File: src/rtl/uart_pkg.sv
// uart_pkg -- shared UART definitions.
// Contents: data width, oversampling ratio, receiver state enum, and the
// baud divisor function used by the receiver and transmitter tick dividers.
// Optional feature macro: UART_RX_PARITY_EN (adds the PARITY state).
package uart_pkg;

  localparam int DATA_W     = 8;
  localparam int OVERSAMPLE = 16;

  typedef enum logic [2:0] {
    IDLE,
    START,
    DATA,
`ifdef UART_RX_PARITY_EN
    PARITY,
`endif
    STOP,
    BREAK
  } rx_state_t;

  // Rounded divisor: round(clk_freq / (baud * os)).
  function automatic int calc_div(input int clk_freq, input int baud, input int os);
    return (clk_freq + (baud * os) / 2) / (baud * os);
  endfunction

endpackage

File: src/rtl/uart_rx_frontend_if.sv
// uart_rx_frontend_if -- byte handshake and status bundle of the receiver.
// master: receiver side (drives rx_data, rx_valid, frame_err, parity_err,
//         overrun, busy; samples rx_ready).
// slave : consumer side (samples data/status; drives rx_ready).
interface uart_rx_frontend_if;
  import uart_pkg::*;

  logic [DATA_W-1:0] rx_data;
  logic              rx_valid;
  logic              rx_ready;
  logic              frame_err;
  logic              parity_err;
  logic              overrun;
  logic              busy;

  modport master (
    output rx_data, rx_valid, frame_err, parity_err, overrun, busy,
    input  rx_ready
  );

  modport slave (
    input  rx_data, rx_valid, frame_err, parity_err, overrun, busy,
    output rx_ready
  );
endinterface

File: src/rtl/uart_baud_tick.sv
// uart_baud_tick -- free-running divider producing a one-clock tick every
// DIV clocks (counter 0..DIV-1, tick at DIV-1).
// Ports: clk, reset (sync, active-low), tick (output pulse).
module uart_baud_tick #(
  parameter int DIV = 78
) (
  input  logic clk,
  input  logic reset,
  output logic tick
);
  localparam int CW = (DIV > 1) ? $clog2(DIV) : 1;

  logic [CW-1:0] cnt;

  assign tick = (cnt == CW'(DIV - 1));

  always_ff @(posedge clk) begin
    if (!reset)    cnt <= '0;
    else if (tick) cnt <= '0;
    else           cnt <= cnt + 1'b1;
  end
endmodule

File: src/rtl/uart_rx_frontend.sv
// uart_rx_frontend -- UART receive front end (8N1, or 8E1 with
// UART_RX_PARITY_EN defined).
// Ports:
//   clk    system clock
//   reset  synchronous, active-low reset
//   rx     asynchronous serial line, idle high
//   bus    uart_rx_frontend_if.master: rx_data/rx_valid/rx_ready handshake,
//          frame_err/parity_err/overrun one-clock pulses, busy.
// Macro: UART_RX_PARITY_EN enables the even-parity bit; undefined ties
// parity_err to 0.
module uart_rx_frontend #(
  parameter int CLK_FREQ   = 12000000,
  parameter int BAUD       = 9600,
  parameter int OVERSAMPLE = 16
) (
  input  logic                     clk,
  input  logic                     reset,
  input  logic                     rx,
  uart_rx_frontend_if.master       bus
);
  import uart_pkg::*;

  localparam int          DIV  = calc_div(CLK_FREQ, BAUD, OVERSAMPLE);
  localparam logic [3:0]  MID  = 4'(OVERSAMPLE / 2 - 1);
  localparam logic [3:0]  LAST = 4'(OVERSAMPLE - 1);
  localparam logic [2:0]  MSB  = 3'(DATA_W - 1);

  logic              rx_p0, rx_p1;
  logic              rx_s;
  logic              tick;
  rx_state_t         state, state_nxt;
  logic [3:0]        tcnt, tcnt_nxt;
  logic [2:0]        bit_idx, bit_nxt;
  logic [DATA_W-1:0] shreg;
  logic              sample_en;
  logic              deliver;
  logic              ferr_set;
  logic              accept;
  logic              perr_now;
`ifdef UART_RX_PARITY_EN
  logic              perr_pend, perr_nxt;
`endif

  uart_baud_tick #(.DIV(DIV)) u_tick (
    .clk   (clk),
    .reset (reset),
    .tick  (tick)
  );

  // Stage p0/p1: two-flop synchroniser on the raw line
  always_ff @(posedge clk) begin
    if (!reset) begin
      rx_p0 <= 1'b1;
      rx_p1 <= 1'b1;
    end else begin
      rx_p0 <= rx;
      rx_p1 <= rx_p0;
    end
  end
  assign rx_s = rx_p1;

  // FSM next-state: tcnt counts ticks within the current bit; after the
  // mid-start sample it is cleared so LAST lands mid-bit on every later bit.
  always_comb begin
    state_nxt = state;
    tcnt_nxt  = tcnt;
    bit_nxt   = bit_idx;
    sample_en = 1'b0;
    deliver   = 1'b0;
    ferr_set  = 1'b0;
`ifdef UART_RX_PARITY_EN
    perr_nxt  = perr_pend;
`endif
    case (state)
      IDLE: begin
        if (!rx_s) begin
          state_nxt = START;
          tcnt_nxt  = '0;
`ifdef UART_RX_PARITY_EN
          perr_nxt  = 1'b0;
`endif
        end
      end
      START: begin
        if (tick) begin
          if (tcnt == MID) begin
            if (rx_s) begin
              state_nxt = IDLE;  // glitch, silently ignored
            end else begin
              state_nxt = DATA;
              bit_nxt   = '0;
              tcnt_nxt  = '0;
            end
          end else begin
            tcnt_nxt = tcnt + 1'b1;
          end
        end
      end
      DATA: begin
        if (tick) begin
          if (tcnt == LAST) begin
            sample_en = 1'b1;
            tcnt_nxt  = '0;
            if (bit_idx == MSB) begin
`ifdef UART_RX_PARITY_EN
              state_nxt = PARITY;
`else
              state_nxt = STOP;
`endif
            end else begin
              bit_nxt = bit_idx + 1'b1;
            end
          end else begin
            tcnt_nxt = tcnt + 1'b1;
          end
        end
      end
`ifdef UART_RX_PARITY_EN
      PARITY: begin
        if (tick) begin
          if (tcnt == LAST) begin
            perr_nxt  = rx_s ^ (^shreg);
            tcnt_nxt  = '0;
            state_nxt = STOP;
          end else begin
            tcnt_nxt = tcnt + 1'b1;
          end
        end
      end
`endif
      STOP: begin
        if (tick) begin
          if (tcnt == LAST) begin
            if (rx_s) begin
              deliver   = 1'b1;
              state_nxt = IDLE;
            end else begin
              ferr_set  = 1'b1;
              state_nxt = BREAK;
            end
          end else begin
            tcnt_nxt = tcnt + 1'b1;
          end
        end
      end
      BREAK: begin
        if (rx_s) state_nxt = IDLE;
      end
      default: state_nxt = IDLE;
    endcase
  end

  always_ff @(posedge clk) begin
    if (!reset) begin
      state   <= IDLE;
      tcnt    <= '0;
      bit_idx <= '0;
`ifdef UART_RX_PARITY_EN
      perr_pend <= 1'b0;
`endif
    end else begin
      state   <= state_nxt;
      tcnt    <= tcnt_nxt;
      bit_idx <= bit_nxt;
`ifdef UART_RX_PARITY_EN
      perr_pend <= perr_nxt;
`endif
    end
  end

  always_ff @(posedge clk) begin
    if (sample_en) shreg[bit_idx] <= rx_s;
  end

`ifdef UART_RX_PARITY_EN
  assign perr_now = deliver & perr_pend;
`else
  assign perr_now = 1'b0;
`endif

  assign accept = bus.rx_valid & bus.rx_ready;

  // Stage p2: output register; a delivery landing while the old byte is
  // still pending (and not taken this cycle) is dropped as an overrun.
  always_ff @(posedge clk) begin
    if (!reset) begin
      bus.rx_data    <= '0;
      bus.rx_valid   <= 1'b0;
      bus.frame_err  <= 1'b0;
      bus.parity_err <= 1'b0;
      bus.overrun    <= 1'b0;
    end else begin
      bus.frame_err  <= ferr_set;
      bus.parity_err <= perr_now;
      bus.overrun    <= deliver & bus.rx_valid & ~accept;
      if (deliver && (!bus.rx_valid || accept)) begin
        bus.rx_data  <= shreg;
        bus.rx_valid <= 1'b1;
      end else if (accept) begin
        bus.rx_valid <= 1'b0;
      end
    end
  end

  assign bus.busy = (state != IDLE) && (state != BREAK);

endmodule

File: src/flat_wrapper.sv
// flat-port wrapper written by rule: the top's interface ports become plain ports
module uart_rx_frontend_flat import uart_pkg::*;
#(
  parameter int CLK_FREQ   = 12000000,
  parameter int BAUD       = 9600,
  parameter int OVERSAMPLE = 16
)
  (clk, reset, rx, bus_rx_data, bus_rx_valid, bus_frame_err, bus_parity_err, bus_overrun, bus_busy, bus_rx_ready);
  uart_rx_frontend_if bus_i ();
  input  logic clk;
  input  logic reset;
  input  logic rx;
  output wire logic [$bits(bus_i.rx_data)-1:0] bus_rx_data;
  output wire logic [$bits(bus_i.rx_valid)-1:0] bus_rx_valid;
  output wire logic [$bits(bus_i.frame_err)-1:0] bus_frame_err;
  output wire logic [$bits(bus_i.parity_err)-1:0] bus_parity_err;
  output wire logic [$bits(bus_i.overrun)-1:0] bus_overrun;
  output wire logic [$bits(bus_i.busy)-1:0] bus_busy;
  input wire logic [$bits(bus_i.rx_ready)-1:0] bus_rx_ready;
  assign bus_rx_data = bus_i.rx_data;
  assign bus_rx_valid = bus_i.rx_valid;
  assign bus_frame_err = bus_i.frame_err;
  assign bus_parity_err = bus_i.parity_err;
  assign bus_overrun = bus_i.overrun;
  assign bus_busy = bus_i.busy;
  assign bus_i.rx_ready = bus_rx_ready;
  uart_rx_frontend #(.CLK_FREQ(CLK_FREQ), .BAUD(BAUD), .OVERSAMPLE(OVERSAMPLE)) u_core (.clk(clk), .reset(reset), .rx(rx), .bus(bus_i));
endmodule
File: config.mk
export PLATFORM = sky130hd
export DESIGN_NAME = uart_rx_frontend_flat
export DESIGN_NICKNAME = d
export VERILOG_FILES = /design/src/rtl/uart_pkg.sv /design/src/rtl/uart_rx_frontend_if.sv /design/src/rtl/uart_baud_tick.sv /design/src/rtl/uart_rx_frontend.sv /design/src/flat_wrapper.sv
export SDC_FILE = /design/constraint.sdc
export NUM_CORES = 1
export LEC_CHECK = 0
export CORE_MARGIN = 1.5
export CORE_UTILIZATION = 50
export CTS_CLUSTER_SIZE = 16
export DETAILED_ROUTE_END_ITERATION = 8
export PLACE_DENSITY = 0.75
export RECOVER_POWER = 25
export SYNTH_ARGS = -nofsm -noshare
export SYNTH_HDL_FRONTEND = slang
export SYNTH_SLANG_ARGS = --single-unit
export TNS_END_PERCENT = 50
File: constraint.sdc
create_clock -name clk -period 1.83 [get_ports clk]
set_input_delay 0.2745 -clock clk [delete_from_list [all_inputs] [get_ports clk]]
set_output_delay 0.2745 -clock clk [all_outputs]
set_load 0.005 [all_outputs]
==> impl_metrics.xml <==
<?xml version="1.0" encoding="UTF-8"?>
<metrics>
  <group name="outcome">
    <metric name="outcome" unit="">complete, no violations</metric>
  </group>
  <group name="timing">
    <metric name="timing.fmax" unit="MHz">562</metric>
    <metric name="final-max-slew-violation-count" unit="">0</metric>
    <metric name="unrepaired_setup_endpoints_after_global_routing" unit="">true</metric>
    <metric name="hold_viol" unit="">0</metric>
    <metric name="final.hold.worst_slack" unit="ns">0.426</metric>
    <metric name="skew" unit="ns">0.00960</metric>
    <metric name="post-route-period-util" unit="">0.972</metric>
    <metric name="period_needed" unit="ns">1.78</metric>
    <metric name="final_report_setup_violation_count" unit="">0</metric>
  </group>
  <group name="yosys">
    <metric name="postSynthNetCount" unit="">196</metric>
    <metric name="synth_seq_cells" unit="">38</metric>
    <metric name="synth-warning-count" unit="">0</metric>
    <metric name="top_post_synthesis_cells_by_area" unit="">sky130_fd_sc_hd__dfxtp_1, sky130_fd_sc_hd__edfxtp_1, sky130_fd_sc_hd__nand3_1</metric>
    <metric name="syn_inst" unit="">187</metric>
    <metric name="avgSynthCellArea" unit="um2">9.70</metric>
    <metric name="summed_instance_area_of_the_synthesized_netlist" unit="um2">1810</metric>
    <metric name="asyncSetResetFlopFracSynth" unit="">0</metric>
    <metric name="synth_enable_flop_cells" unit="">8</metric>
    <metric name="synth_top_cell_by_area" unit="">sky130_fd_sc_hd__dfxtp_1</metric>
    <metric name="synthDominantCellAreaShare" unit="">0.331</metric>
    <metric name="number_of_unique_standard_cell_types_used_by_synthesis" unit="">44</metric>
    <metric name="yosysSeqAreaShare" unit="">0.464</metric>
    <metric name="ys_dominant_reg_cell" unit="">sky130_fd_sc_hd__dfxtp_1</metric>
  </group>
  <group name="layout">
    <metric name="layout_commonest_cell" unit="">sky130_fd_sc_hd__dfxtp_1</metric>
    <metric name="nets" unit="">224</metric>
    <metric name="insertedDiodeCount" unit="">0</metric>
    <metric name="multi_input_comb_area" unit="um2">940</metric>
    <metric name="final_cell_mix" unit="">sky130_fd_sc_hd__dfxtp_1, sky130_fd_sc_hd__nor2_1, sky130_fd_sc_hd__nand3_1</metric>
    <metric name="fillCellCount" unit="">285</metric>
    <metric name="final_area" unit="um2">2200</metric>
    <metric name="synthToLayoutAreaGrowth" unit="%">21.5</metric>
    <metric name="post_route_cells_drive_above_1_share" unit="">0.218</metric>
    <metric name="register_area" unit="um2">855</metric>
  </group>
  <group name="route">
    <metric name="drtPass1Iterations" unit="">4</metric>
    <metric name="final_routed_wire_length_divided_by_cell_count" unit="um">13.2</metric>
    <metric name="drt.antenna.violating_nets" unit="">0</metric>
    <metric name="routed-via-count" unit="">1409</metric>
    <metric name="drt_iter0_drc" unit="">116</metric>
    <metric name="drt-total-wl" unit="um">3460</metric>
    <metric name="remaining_drc_errors" unit="">0</metric>
    <metric name="routed_via_density" unit="">5.38</metric>
  </group>
  <group name="worst_hold_path">
    <metric name="hold_class" unit="">register to register</metric>
  </group>
  <group name="die">
    <metric name="fp.coreArea" unit="um2">3420</metric>
    <metric name="num_rows" unit="">21</metric>
    <metric name="initial_core_util" unit="">0.531</metric>
    <metric name="dieHeight" unit="um">63.2</metric>
    <metric name="die_x" unit="um">63.2</metric>
    <metric name="die_area" unit="um2">4000</metric>
    <metric name="top_level_ports" unit="">17</metric>
  </group>
  <group name="grt">
    <metric name="via_count_of_the_first_global_routing_pass" unit="">1241</metric>
    <metric name="global_route_wire_length_before_repair" unit="um">5580</metric>
    <metric name="pin_count_of_the_biggest_net_entering_global_routing" unit="">17</metric>
    <metric name="grtUsageTotal" unit="">0.177</metric>
    <metric name="antenna_found_initial" unit="">0</metric>
    <metric name="grt.overflow.total" unit="">0</metric>
  </group>
  <group name="clock_tree">
    <metric name="cts_tree" unit="">built</metric>
    <metric name="clock_tree.buffer_depth" unit="">2</metric>
    <metric name="insertion_delay" unit="ns">0.34</metric>
    <metric name="hold_buffers" unit="">0</metric>
    <metric name="master_cell_of_the_clock_root_buffer" unit="">sky130_fd_sc_hd__clkbuf_4</metric>
    <metric name="cts.htree.levels" unit="">2</metric>
    <metric name="path_clk_slew" unit="ns">0.11</metric>
    <metric name="cts_buffers" unit="">5</metric>
    <metric name="cts_num_sinks" unit="">38</metric>
  </group>
  <group name="setup_path">
    <metric name="cp_slowest_cell" unit="">sky130_fd_sc_hd__dfxtp_2</metric>
    <metric name="setup.worst_path.class" unit="">register to register</metric>
    <metric name="required" unit="ns">2.07</metric>
    <metric name="timing.critical_path.from_type" unit="">register</metric>
    <metric name="cell_breakdown_of_the_critical_path" unit="">inv_2 &gt; ha_4 &gt; and4bb_2 &gt; nand2_2 &gt; buf_4 &gt; nor4b_4 &gt; mux2i_1 &gt; nor2_1</metric>
    <metric name="timing.critical_path.slowest_cell_delay" unit="ns">0.34</metric>
    <metric name="timing.critical_path.fanout_max" unit="">5</metric>
    <metric name="timing.critical_path.to_type" unit="">register</metric>
    <metric name="worst_ep_arrival_time" unit="ns">2.02</metric>
  </group>
  <group name="placement">
    <metric name="dpl-instance-area" unit="um2">2070</metric>
    <metric name="dp_hpwl" unit="um">2380</metric>
    <metric name="io_buffers" unit="">15</metric>
    <metric name="globalplace.congestion" unit="">0.827</metric>
  </group>
  <group name="power">
    <metric name="worst_ir_drop_vdd" unit="uV">497</metric>
    <metric name="cellLeakagePower" unit="uW">0.000767</metric>
    <metric name="fin_total_pwr" unit="uW">1820</metric>
    <metric name="power-per-cell-area" unit="nW/um2">825</metric>
  </group>
  <group name="job">
    <metric name="cap_violations" unit="">0</metric>
  </group>
</metrics>
[metrics by stage]
| step | TNS (ns) | instances | util | setup slack, ns |
|---|---|---|---|---|
| floorplan | 0 | 187 | - | 0.144 |
| global placement | 0 | 251 | 0.605 | 0.0536 |
| detailed placement | 0 | 251 | 0.605 | 0.00761 |
| CTS | 0 | 261 | 0.627 | 0.00483 |
| global route | -0.143 | 262 | 0.645 | -0.0626 |
| finish | 0 | 262 | 0.645 | 0.0506 |
[flip-flops by register name, indices dropped and copies added (netlist names)]
signal	count
u_core.bus.rx_data	8
u_core.rx_p0	1
u_core.u_tick.cnt	7
u_core.state	3
u_core.rx_p1	1
u_core.bus.frame_err	1
u_core.bus.overrun	1
u_core.bus.rx_valid	1
u_core.shreg	8
u_core.tcnt	4
u_core.bit_idx	3
[kinds of logic after synthesis]
logic type / count (synthesis) / share of synthesized area
and+or+nand+nor: 88 / 0.282
muxes: 3 / 0.0166
xor gates and xnor gates: 8 / 0.0386
DFF: 38 / 0.464
other: 1 / 0.00207
adders and majority gates: 5 / 0.0345
AOI/OAI and AO/OA: 29 / 0.121
buffers and inverters: 15 / 0.0414
[metal layers]
| metal | track usage | routed length (um) | vias to the layer above |
|---|---|---|---|
| li1 | - | - | 717 |
| met1 | 0.232 | 1630 | 661 |
| met2 | 0.275 | 1670 | 26 |
| met3 | 0.0500 | 120 | 5 |
| met4 | 0.0707 | 46 | 0 |
| met5 | 0 | 0 | - |
[synth_stat cells (4+ instances only)]
cell / count
sky130_fd_sc_hd__nor3_1: 4
sky130_fd_sc_hd__clkbuf_1: 5
sky130_fd_sc_hd__nand2_1: 15
sky130_fd_sc_hd__dfxtp_1: 30
sky130_fd_sc_hd__ha_1: 5
sky130_fd_sc_hd__nand3b_1: 4
sky130_fd_sc_hd__xnor2_1: 4
sky130_fd_sc_hd__nand2b_1: 10
sky130_fd_sc_hd__edfxtp_1: 8
sky130_fd_sc_hd__a21oi_1: 8
sky130_fd_sc_hd__nand3_1: 17
sky130_fd_sc_hd__nor2_1: 19
sky130_fd_sc_hd__xor2_1: 4
sky130_fd_sc_hd__o21ai_0: 12
[power breakdown]
part / total [uW] / internal, uW / leakage (uW) / switching, uW
clock: 414 / 143 / 0.0000286 / 271
combinational: 484 / 248 / 0.000421 / 236
sequential: 920 / 881 / 0.000317 / 38.9
total: 1820 / 1270 / 0.000767 / 546
[worst max-delay path: cells and delay by family, from the launching register on]
kind          cells  cell delay, ns
fa+ha+maj         1            0.11
buf+inv           2            0.22
flops             1            0.34
mux               1            0.23
simple gates      4            0.77
[final cells by class]
type | count | share of cell area
multi-input cells | 134 | 0.427
clock buffers | 5 | 0.0170
repair buffers | 32 | 0.128
flip-flops and latches | 38 | 0.388
inverters | 4 | 0.00682
well taps | 46 | 0.0261
clock inverters | 3 | 0.00739
[repair_timing]
| item | 4_1_cts | 5_1_grt |
|---|---|---|
| gates resized for setup | 3 | 17 |
| buffers inserted | 2 | 1 |
| hold endpoints to repair | 0 | 0 |
| endpoints found under the setup margin | 2 | 21 |
| pin swaps | 1 | 5 |
[final timing paths]
| path | cells after the start | to | slack (ns) | from |
|---|---|---|---|---|
| worst min register to register | 1 | u_core.rx_p1$_SDFF_PN1_ | 0.43 | u_core.rx_p0$_SDFF_PN1_ |
| worst min-delay path | 1 | u_core.rx_p1$_SDFF_PN1_ | 0.43 | u_core.rx_p0$_SDFF_PN1_ |
| worst max register to register | 8 | u_core.bit_idx[0]$_SDFFE_PN0P_ | 0.05 | u_core.u_tick.cnt[1]$_SDFF_PP0_ |
| worst max-delay path | 8 | u_core.bit_idx[0]$_SDFFE_PN0P_ | 0.05 | u_core.u_tick.cnt[1]$_SDFF_PP0_ |
Note: power is estimated with default switching activity, not from simulation.
